## config.mk

```make
export PLATFORM = sky130hd
export DESIGN_NAME = led_owner_arb_flat
export DESIGN_NICKNAME = d
export VERILOG_FILES = /design/src/rtl/led_owner_arb_pkg.sv /design/src/rtl/led_owner_arb_if.sv /design/src/rtl/led_owner_arb_tick_gen.sv /design/src/rtl/led_owner_arb.sv /design/src/flat_wrapper.sv
export SDC_FILE = /design/constraint.sdc
export NUM_CORES = 1
export LEC_CHECK = 0
export ABC_AREA = 1
export CAP_MARGIN = 20
export CORE_MARGIN = 3
export CORE_UTILIZATION = 50
export CTS_CLUSTER_DIAMETER = 200
export DETAILED_ROUTE_END_ITERATION = 12
export PLACE_DENSITY_LB_ADDON = 0.3
export SLEW_MARGIN = 20
export SYNTH_ARGS = -nofsm -noshare
export SYNTH_HDL_FRONTEND = slang
export SYNTH_SLANG_ARGS = --single-unit
```

## constraint.sdc

```tcl
create_clock -name clock -period 3.61 [get_ports clock]
set_input_delay 0.722 -clock clock [delete_from_list [all_inputs] [get_ports clock]]
set_output_delay 0.722 -clock clock [all_outputs]
set_load 0.01 [all_outputs]
```

## src/rtl/led_owner_arb_pkg.sv

```systemverilog
// Shared types and constants for the front-panel LED owner/sequencer.
package led_owner_pkg;

  typedef enum logic [2:0] {
    ST_BOOT_FILL  = 3'd0,
    ST_BOOT_DRAIN = 3'd1,
    ST_CPU        = 3'd2,
    ST_IDLE       = 3'd3,
    ST_FAULT      = 3'd4
  } state_e;

  localparam logic [1:0] OWN_ANIM  = 2'd0;
  localparam logic [1:0] OWN_CPU   = 2'd1;
  localparam logic [1:0] OWN_IDLE  = 2'd2;
  localparam logic [1:0] OWN_FAULT = 2'd3;

  localparam logic [7:0] LED_FULL = 8'hFF;
  localparam logic [7:0] LED_MSB  = 8'h80;

  // Owner code reported for each state; both boot states belong to the animation.
  function automatic logic [1:0] owner_of(input state_e s);
    logic [1:0] o;
    case (s)
      ST_CPU:   o = OWN_CPU;
      ST_IDLE:  o = OWN_IDLE;
      ST_FAULT: o = OWN_FAULT;
      default:  o = OWN_ANIM;
    endcase
    return o;
  endfunction

endpackage

```

## src/rtl/led_owner_arb_if.sv

```systemverilog
// Bus-side signals of the LED owner: register-decode writes, fault request and
// the registered outputs toward readback and the pins.
interface led_owner_arb_if;
  logic       cpu_we;
  logic [7:0] cpu_wdata;
  logic       fault;
  logic [3:0] fault_code;
  logic [7:0] cpu_rdata;
  logic [1:0] owner;
  logic       anim_done;
  logic [7:0] leds;

  modport master (
    output cpu_we, cpu_wdata, fault, fault_code,
    input  cpu_rdata, owner, anim_done, leds
  );

  modport slave (
    input  cpu_we, cpu_wdata, fault, fault_code,
    output cpu_rdata, owner, anim_done, leds
  );
endinterface

```

## src/rtl/led_owner_arb_tick_gen.sv

```systemverilog
// Animation-tick prescaler: one-cycle pulse every TICK_DIV cycles, restartable
// through a synchronous clear so a new state always gets a full first period.
module tick_gen #(
  parameter int TICK_DIV = 1_000_000
) (
  input  logic clock,
  input  logic reset_n,
  input  logic clear,
  output logic tick
);

  localparam int W = (TICK_DIV > 1) ? $clog2(TICK_DIV) : 1;
  localparam logic [W-1:0] CNT_TC = W'(TICK_DIV - 1);

  logic [W-1:0] cnt_q, cnt_d;

  assign tick = (cnt_q == CNT_TC);

  // Next count: restart on clear or at terminal count, otherwise advance.
  always_comb begin
    cnt_d = cnt_q + W'(1);
    if (clear || tick) cnt_d = '0;
  end

  // Prescaler register.
  always_ff @(posedge clock or negedge reset_n) begin
    if (!reset_n) cnt_q <= '0;
    else          cnt_q <= cnt_d;
  end

endmodule

```

## src/rtl/led_owner_arb.sv

```systemverilog
// Owner and sequencer for the front-panel 8-LED bank: boot fill/drain
// animation, CPU-written value with hold lapse, idle heartbeat, sticky fault.
//
//   state         | meaning
//   --------------+------------------------------------------------------
//   ST_BOOT_FILL  | boot animation, shifting ones in from the MSB
//   ST_BOOT_DRAIN | boot animation, shifting ones out toward the LSB
//   ST_CPU        | LEDs show the CPU latch until HOLD_TICKS without a write
//   ST_IDLE       | heartbeat on leds[0], upper bits dark
//   ST_FAULT      | blinking fault code, left only through reset
module led_owner_arb
  import led_owner_pkg::*;
#(
  parameter int TICK_DIV    = 1_000_000,
  parameter int HOLD_TICKS  = 50,
  parameter int BLINK_TICKS = 5
) (
  input  logic            clock,
  input  logic            reset_n,
  led_owner_arb_if.slave  bus
);

  localparam int HW = (HOLD_TICKS > 1) ? $clog2(HOLD_TICKS) : 1;
  localparam int BW = (BLINK_TICKS > 1) ? $clog2(BLINK_TICKS) : 1;
  localparam logic [HW-1:0] HOLD_TC  = HW'(HOLD_TICKS - 1);
  localparam logic [BW-1:0] BLINK_TC = BW'(BLINK_TICKS - 1);

  state_e        state_q, state_d;
  logic [7:0]    leds_q, leds_d;
  logic [7:0]    rdata_q, rdata_d;
  logic          done_q, done_d;
  logic [1:0]    owner_q;
  logic [HW-1:0] hold_q, hold_d;
  logic [BW-1:0] blink_q, blink_d;
  logic          phase_q, phase_d;
  logic [3:0]    code_q, code_d;
  logic          cpu_clr;
  logic          tick;
  logic          tick_clear;

  // A re-armed tick period on every state change and on each CPU rewrite.
  assign tick_clear = (state_d != state_q) || cpu_clr;

  tick_gen #(.TICK_DIV(TICK_DIV)) u_tick (
    .clock   (clock),
    .reset_n (reset_n),
    .clear   (tick_clear),
    .tick    (tick)
  );

  // Next-state: fault beats a CPU write, which beats the animation tick.
  always_comb begin
    state_d = state_q;
    leds_d  = leds_q;
    rdata_d = rdata_q;
    done_d  = done_q;
    hold_d  = hold_q;
    blink_d = blink_q;
    phase_d = phase_q;
    code_d  = code_q;
    cpu_clr = 1'b0;

    if (bus.cpu_we) rdata_d = bus.cpu_wdata;

    if (bus.fault && state_q != ST_FAULT) begin
      state_d = ST_FAULT;
      code_d  = bus.fault_code;
      done_d  = 1'b1;
    end else if (bus.cpu_we && state_q != ST_FAULT) begin
      state_d = ST_CPU;
      leds_d  = bus.cpu_wdata;
      hold_d  = '0;
      if (state_q == ST_CPU) cpu_clr = 1'b1;
      if (state_q == ST_BOOT_FILL || state_q == ST_BOOT_DRAIN) done_d = 1'b1;
    end else if (tick) begin
      case (state_q)
        ST_BOOT_FILL: begin
          if (leds_q == LED_FULL) begin
            state_d = ST_BOOT_DRAIN;
            leds_d  = leds_q >> 1;
          end else begin
            leds_d  = (leds_q >> 1) | LED_MSB;
          end
        end
        ST_BOOT_DRAIN: begin
          leds_d = leds_q >> 1;
          if (leds_d == 8'h00) begin
            state_d = ST_IDLE;
            done_d  = 1'b1;
          end
        end
        ST_CPU: begin
          if (hold_q == HOLD_TC) state_d = ST_IDLE;
          else                   hold_d  = hold_q + HW'(1);
        end
        ST_IDLE, ST_FAULT: begin
          if (blink_q == BLINK_TC) begin
            blink_d = '0;
            phase_d = ~phase_q;
          end else begin
            blink_d = blink_q + BW'(1);
          end
        end
        default: ;
      endcase
    end

    // Entry into a state restarts its counters; the blink phase has a fixed start.
    if (state_d != state_q) begin
      hold_d  = '0;
      blink_d = '0;
      if (state_d == ST_IDLE)  phase_d = 1'b0;
      if (state_d == ST_FAULT) phase_d = 1'b1;
    end

    // Blinking states drive the pins from phase and code rather than a shift.
    if (state_d == ST_IDLE)  leds_d = {7'b0, phase_d};
    if (state_d == ST_FAULT) leds_d = {{4{phase_d}}, code_d};
  end

  // State, counters and all output registers.
  always_ff @(posedge clock or negedge reset_n) begin
    if (!reset_n) begin
      state_q <= ST_BOOT_FILL;
      leds_q  <= 8'h00;
      rdata_q <= 8'h00;
      done_q  <= 1'b0;
      owner_q <= OWN_ANIM;
      hold_q  <= '0;
      blink_q <= '0;
      phase_q <= 1'b0;
      code_q  <= 4'h0;
    end else begin
      state_q <= state_d;
      leds_q  <= leds_d;
      rdata_q <= rdata_d;
      done_q  <= done_d;
      owner_q <= owner_of(state_d);
      hold_q  <= hold_d;
      blink_q <= blink_d;
      phase_q <= phase_d;
      code_q  <= code_d;
    end
  end

  assign bus.leds      = leds_q;
  assign bus.cpu_rdata = rdata_q;
  assign bus.anim_done = done_q;
  assign bus.owner     = owner_q;

endmodule

```

## src/flat_wrapper.sv

```systemverilog
// flat-port wrapper written by rule: the top's interface ports become plain ports
module led_owner_arb_flat import led_owner_pkg::*;
#(
  parameter int TICK_DIV    = 1_000_000,
  parameter int HOLD_TICKS  = 50,
  parameter int BLINK_TICKS = 5
)
  (clock, reset_n, bus_cpu_we, bus_cpu_wdata, bus_fault, bus_fault_code, bus_cpu_rdata, bus_owner, bus_anim_done, bus_leds);
  led_owner_arb_if bus_i ();
  input  logic clock;
  input  logic reset_n;
  input wire logic [$bits(bus_i.cpu_we)-1:0] bus_cpu_we;
  input wire logic [$bits(bus_i.cpu_wdata)-1:0] bus_cpu_wdata;
  input wire logic [$bits(bus_i.fault)-1:0] bus_fault;
  input wire logic [$bits(bus_i.fault_code)-1:0] bus_fault_code;
  output wire logic [$bits(bus_i.cpu_rdata)-1:0] bus_cpu_rdata;
  output wire logic [$bits(bus_i.owner)-1:0] bus_owner;
  output wire logic [$bits(bus_i.anim_done)-1:0] bus_anim_done;
  output wire logic [$bits(bus_i.leds)-1:0] bus_leds;
  assign bus_i.cpu_we = bus_cpu_we;
  assign bus_i.cpu_wdata = bus_cpu_wdata;
  assign bus_i.fault = bus_fault;
  assign bus_i.fault_code = bus_fault_code;
  assign bus_cpu_rdata = bus_i.cpu_rdata;
  assign bus_owner = bus_i.owner;
  assign bus_anim_done = bus_i.anim_done;
  assign bus_leds = bus_i.leds;
  led_owner_arb #(.TICK_DIV(TICK_DIV), .HOLD_TICKS(HOLD_TICKS), .BLINK_TICKS(BLINK_TICKS)) u_core (.clock(clock), .reset_n(reset_n), .bus(bus_i));
endmodule
```

==> reports/metrics.yaml <==
sta:
  max_slew_margin_vs_limit: 0.546
  setup_violations: 0
  unrepaired_setup_endpoints_after_global_routing: "false"
  timing.fmax_ghz: 0.408
  worst_hold_margin_ps: 421
  maxSlewViolCount: 0
  timing.setup.tns_ps: 0
  clk_skew_ps: 7.69
  tightestPinTransition_ps: 680
  final_hold_vios: 0
  final.period_utilization: 0.679
  final.min_clock_period_ps: 2450
drt:
  avgViaCountPerCell: 5.22
  dr.first_iter.drc_count: 189
  detailed_routing_iterations_pass_1: 4
  drt_wl_total_um: 6870
  routed_antenna_nets: 0
  via_count: 2724
  drc_violations: 0
  routed_wire_length_per_instance_um: 13.2
floorplanning:
  fp.dieW_um: 86.4
  core.rowCount: 28
  design.core.area_um2: 6100
  floorplan.initialDensity: 0.531
  die_height_um: 86.4
  floorplan.io_pins: 35
  design.die.area_um2: 7470
layout:
  p_r_area_growth_vs_syn_pct: 16.8
  antenna_cells: 0
  n_fill_cell: 544
  fraction_of_layout_instances_using_a_drive_strength_above_1: 0.125
  commonest_non_fill_non_tap_cell_in_the_layout: "sky130_fd_sc_hd__nand2_1"
  finish.utilization: 0.620
  most-common-layout-cells: "sky130_fd_sc_hd__nand2_1 (98), sky130_fd_sc_hd__dfrtp_1 (56), sky130_fd_sc_hd__nor2_1 (51), sky130_fd_sc_hd__inv_1 (44), sky130_fd_sc_hd__clkdlybuf4s50_1 (33)"
  layout.nets: 468
global_routing:
  antenna_found_initial: 0
  grt_max_degree: 30
  track_usage: 0.195
  via_count_of_the_first_global_routing_pass: 2658
  first_pass_grt_wire_length_um: 11900
  grt-ovfl-total: 0
yosys:
  netlist_top_cells_area: "sky130_fd_sc_hd__dfrtp_1 (43%), sky130_fd_sc_hd__nand2_1 (11%), sky130_fd_sc_hd__nor2_1 (5.9%)"
  synth_compound_area_frac: 0.0897
  netlist.top_cell.by_area: "sky130_fd_sc_hd__dfrtp_1"
  synth.lib_cells_used.distinct: 40
  synth_top_area_frac: 0.433
  yosys_register_bits: 56
  synth_adder_area_share: 0.0193
  synth_area_per_cell_um2: 7.91
  netlist_instances: 409
  synth.yosys.seq_area_share: 0.433
  synth.mux.area_fraction: 0.0205
  main_combinational_cell_family_by_area_after_synthesis: "simple AND/OR/NAND/NOR gates"
  synth_xor_area_frac: 0.0162
  syn-num-nets: 430
  synth_warnings: 0
  synthesized_cell_area_um2: 3230
  yosys.area_share.simple: 0.345
status:
  run_status: "finished clean"
critical_path:
  crit_path_start_kind: "input pin"
  end_kind: "flip-flop"
  worstReg2RegStart: "u_core.u_tick.cnt_q[0]"
  required_ps: 3820
  critical_path.max_fanout: 7
  crit_path_start: "bus_cpu_we"
  arrival_ps: 2660
  worstSetupPathType: "in2reg"
placement:
  dp.final_hpwl_um: 5260
  placement.io_buffers: 34
  gp_congestion: 0.892
clock_tree:
  postCtsSetupBuffers: 0
  cts-resized-gates: 0
  cts_buffers: 5
  tritoncts: "done"
  numClockSinks: 56
  root_buffer_cell: "sky130_fd_sc_hd__clkbuf_8"
  ctsLongestPathBuffers: 2
  post_cts_hold_buffer_count: 0
  clock_insertion_delay_worst_skew_ps: 310
  ctsHtreeMaxLevel: 2
  clk_pin_slew_worst_setup_hold_paths_ps: 100
power_and_ir_drop:
  pwr_density_cell_nw_per_um2: 608
  ir_drop_mv: 0.361
  p_leak_nw: 1.72
hold_path:
  hold_path.class: "in2async"
job:
  timing.max_cap.violations: 0
area by class of cell:
cell class / instances / area [um^2] / share of cell area
multi-input combinational: 292 / 1590 / 0.420
timing repair buffer: 37 / 358 / 0.0947
sequential: 56 / 1400 / 0.371
clock inverter: 2 / 60.1 / 0.0159
tap: 75 / 93.8 / 0.0248
clock buffer: 5 / 68.8 / 0.0182
inverter: 55 / 209 / 0.0553
critical path, stage by stage:
cell	delay (ps)
sky130_fd_sc_hd__clkdlybuf4s50_1	540
sky130_fd_sc_hd__o21ai_2	310
sky130_fd_sc_hd__nand2_1	160
sky130_fd_sc_hd__nor2_4	200
sky130_fd_sc_hd__nand2_1	120
sky130_fd_sc_hd__nand2_1	70
sky130_fd_sc_hd__nand2_1	110
sky130_fd_sc_hd__nand2_1	80
sky130_fd_sc_hd__nand2_1	50
sky130_fd_sc_hd__nand2_1	90
sky130_fd_sc_hd__nand3_1	90
sky130_fd_sc_hd__nand2_1	70
sky130_fd_sc_hd__nand2_1	50
logic make-up after synthesis:
kind of cell | Yosys count
AND/OR/NAND/NOR | 230
buffers and inverters | 61
flip-flops | 56
AO/OA/AOI/OAI | 45
XOR/XNOR | 6
multiplexers | 6
adder cells (fa/ha/maj) | 5
path summary, 6_finish.rpt:
| kind | endpoint | slack [ps] | depth (start not counted) |
|---|---|---|---|
| worst max register to register | u_core.bus.leds[0] | 1320 | 14 |
| worst max-delay path | u_core.bus.leds[0] | 1160 | 13 |
| worst min register to register | u_core.u_tick.cnt_q[0] | 470 | 1 |
| min in group clock | u_core.u_tick.cnt_q[0] | 470 | 1 |
| max in group asynchronous | u_core.code_q[2] | 2530 | 2 |
| worst min-delay path | u_core.bus.leds[5] | 420 | 1 |
state kept, by name (all words and copies together), names as in the netlist, 2 cells and up:
signal                flops
u_core.blink_q            3
u_core.bus.cpu_rdata      8
u_core.bus.leds           8
u_core.bus.owner          2
u_core.code_q             4
u_core.hold_q             6
u_core.state_q            3
u_core.u_tick.cnt_q      20
synth_stat cells:
library cell / instances
sky130_fd_sc_hd__nand2_1: 98
sky130_fd_sc_hd__dfrtp_1: 56
sky130_fd_sc_hd__nor2_1: 51
sky130_fd_sc_hd__inv_1: 44
sky130_fd_sc_hd__nand3_1: 20
sky130_fd_sc_hd__nor3_1: 19
sky130_fd_sc_hd__o21ai_0: 15
sky130_fd_sc_hd__inv_2: 10
sky130_fd_sc_hd__a21oi_1: 7
sky130_fd_sc_hd__nor3b_1: 7
sky130_fd_sc_hd__nand4_1: 6
sky130_fd_sc_hd__o21ai_1: 6
sky130_fd_sc_hd__xor2_1: 6
sky130_fd_sc_hd__a21oi_2: 5
sky130_fd_sc_hd__ha_1: 5
sky130_fd_sc_hd__mux2_2: 5
sky130_fd_sc_hd__nor2_2: 5
sky130_fd_sc_hd__clkbuf_1: 4
sky130_fd_sc_hd__nand2_2: 4
sky130_fd_sc_hd__and2_1: 3
sky130_fd_sc_hd__nand3_4: 3
sky130_fd_sc_hd__nor2_4: 3
sky130_fd_sc_hd__nor4_1: 3
sky130_fd_sc_hd__o22ai_1: 3
sky130_fd_sc_hd__o31ai_1: 3
sky130_fd_sc_hd__buf_6: 2
sky130_fd_sc_hd__nand3b_1: 2
sky130_fd_sc_hd__or2_2: 2
sky130_fd_sc_hd__a211oi_1: 1
sky130_fd_sc_hd__a21o_1: 1
sky130_fd_sc_hd__a21oi_4: 1
sky130_fd_sc_hd__a31oi_1: 1
sky130_fd_sc_hd__inv_4: 1
sky130_fd_sc_hd__mux2i_1: 1
sky130_fd_sc_hd__nand2_4: 1
sky130_fd_sc_hd__nand2_8: 1
sky130_fd_sc_hd__nand3_2: 1
sky130_fd_sc_hd__nand4_4: 1
sky130_fd_sc_hd__o21ai_2: 1
sky130_fd_sc_hd__o21bai_4: 1
per-layer routing:
metal	vias to the layer above	GRT usage	part of all wire
met5	-	0	0
met4	0	0.0538	0.0077
met3	8	0.0371	0.038
met2	52	0.309	0.47
met1	1276	0.275	0.48
li1	1388	-	-
power by group:
group          total, W  internal (W)  switching (W)
sequential     0.000851      0.000751       0.000100
combinational  0.000968      0.000386       0.000583
clock          0.000478      0.000273       0.000205
metrics by stage:
step | power [W] | setup slack (ps) | cells | cell area, um^2
floorplan | 0.00154 | 1710 | 409 | 3230
global placement | 0.00181 | 951 | 515 | 3650
detailed placement | 0.00183 | 848 | 515 | 3650
CTS | 0.00231 | 1190 | 522 | 3780
global route | 0.00247 | 1030 | 522 | 3780
finish | 0.00230 | 1160 | 522 | 3780
No activity file was read; power rests on OpenSTA's default activity.
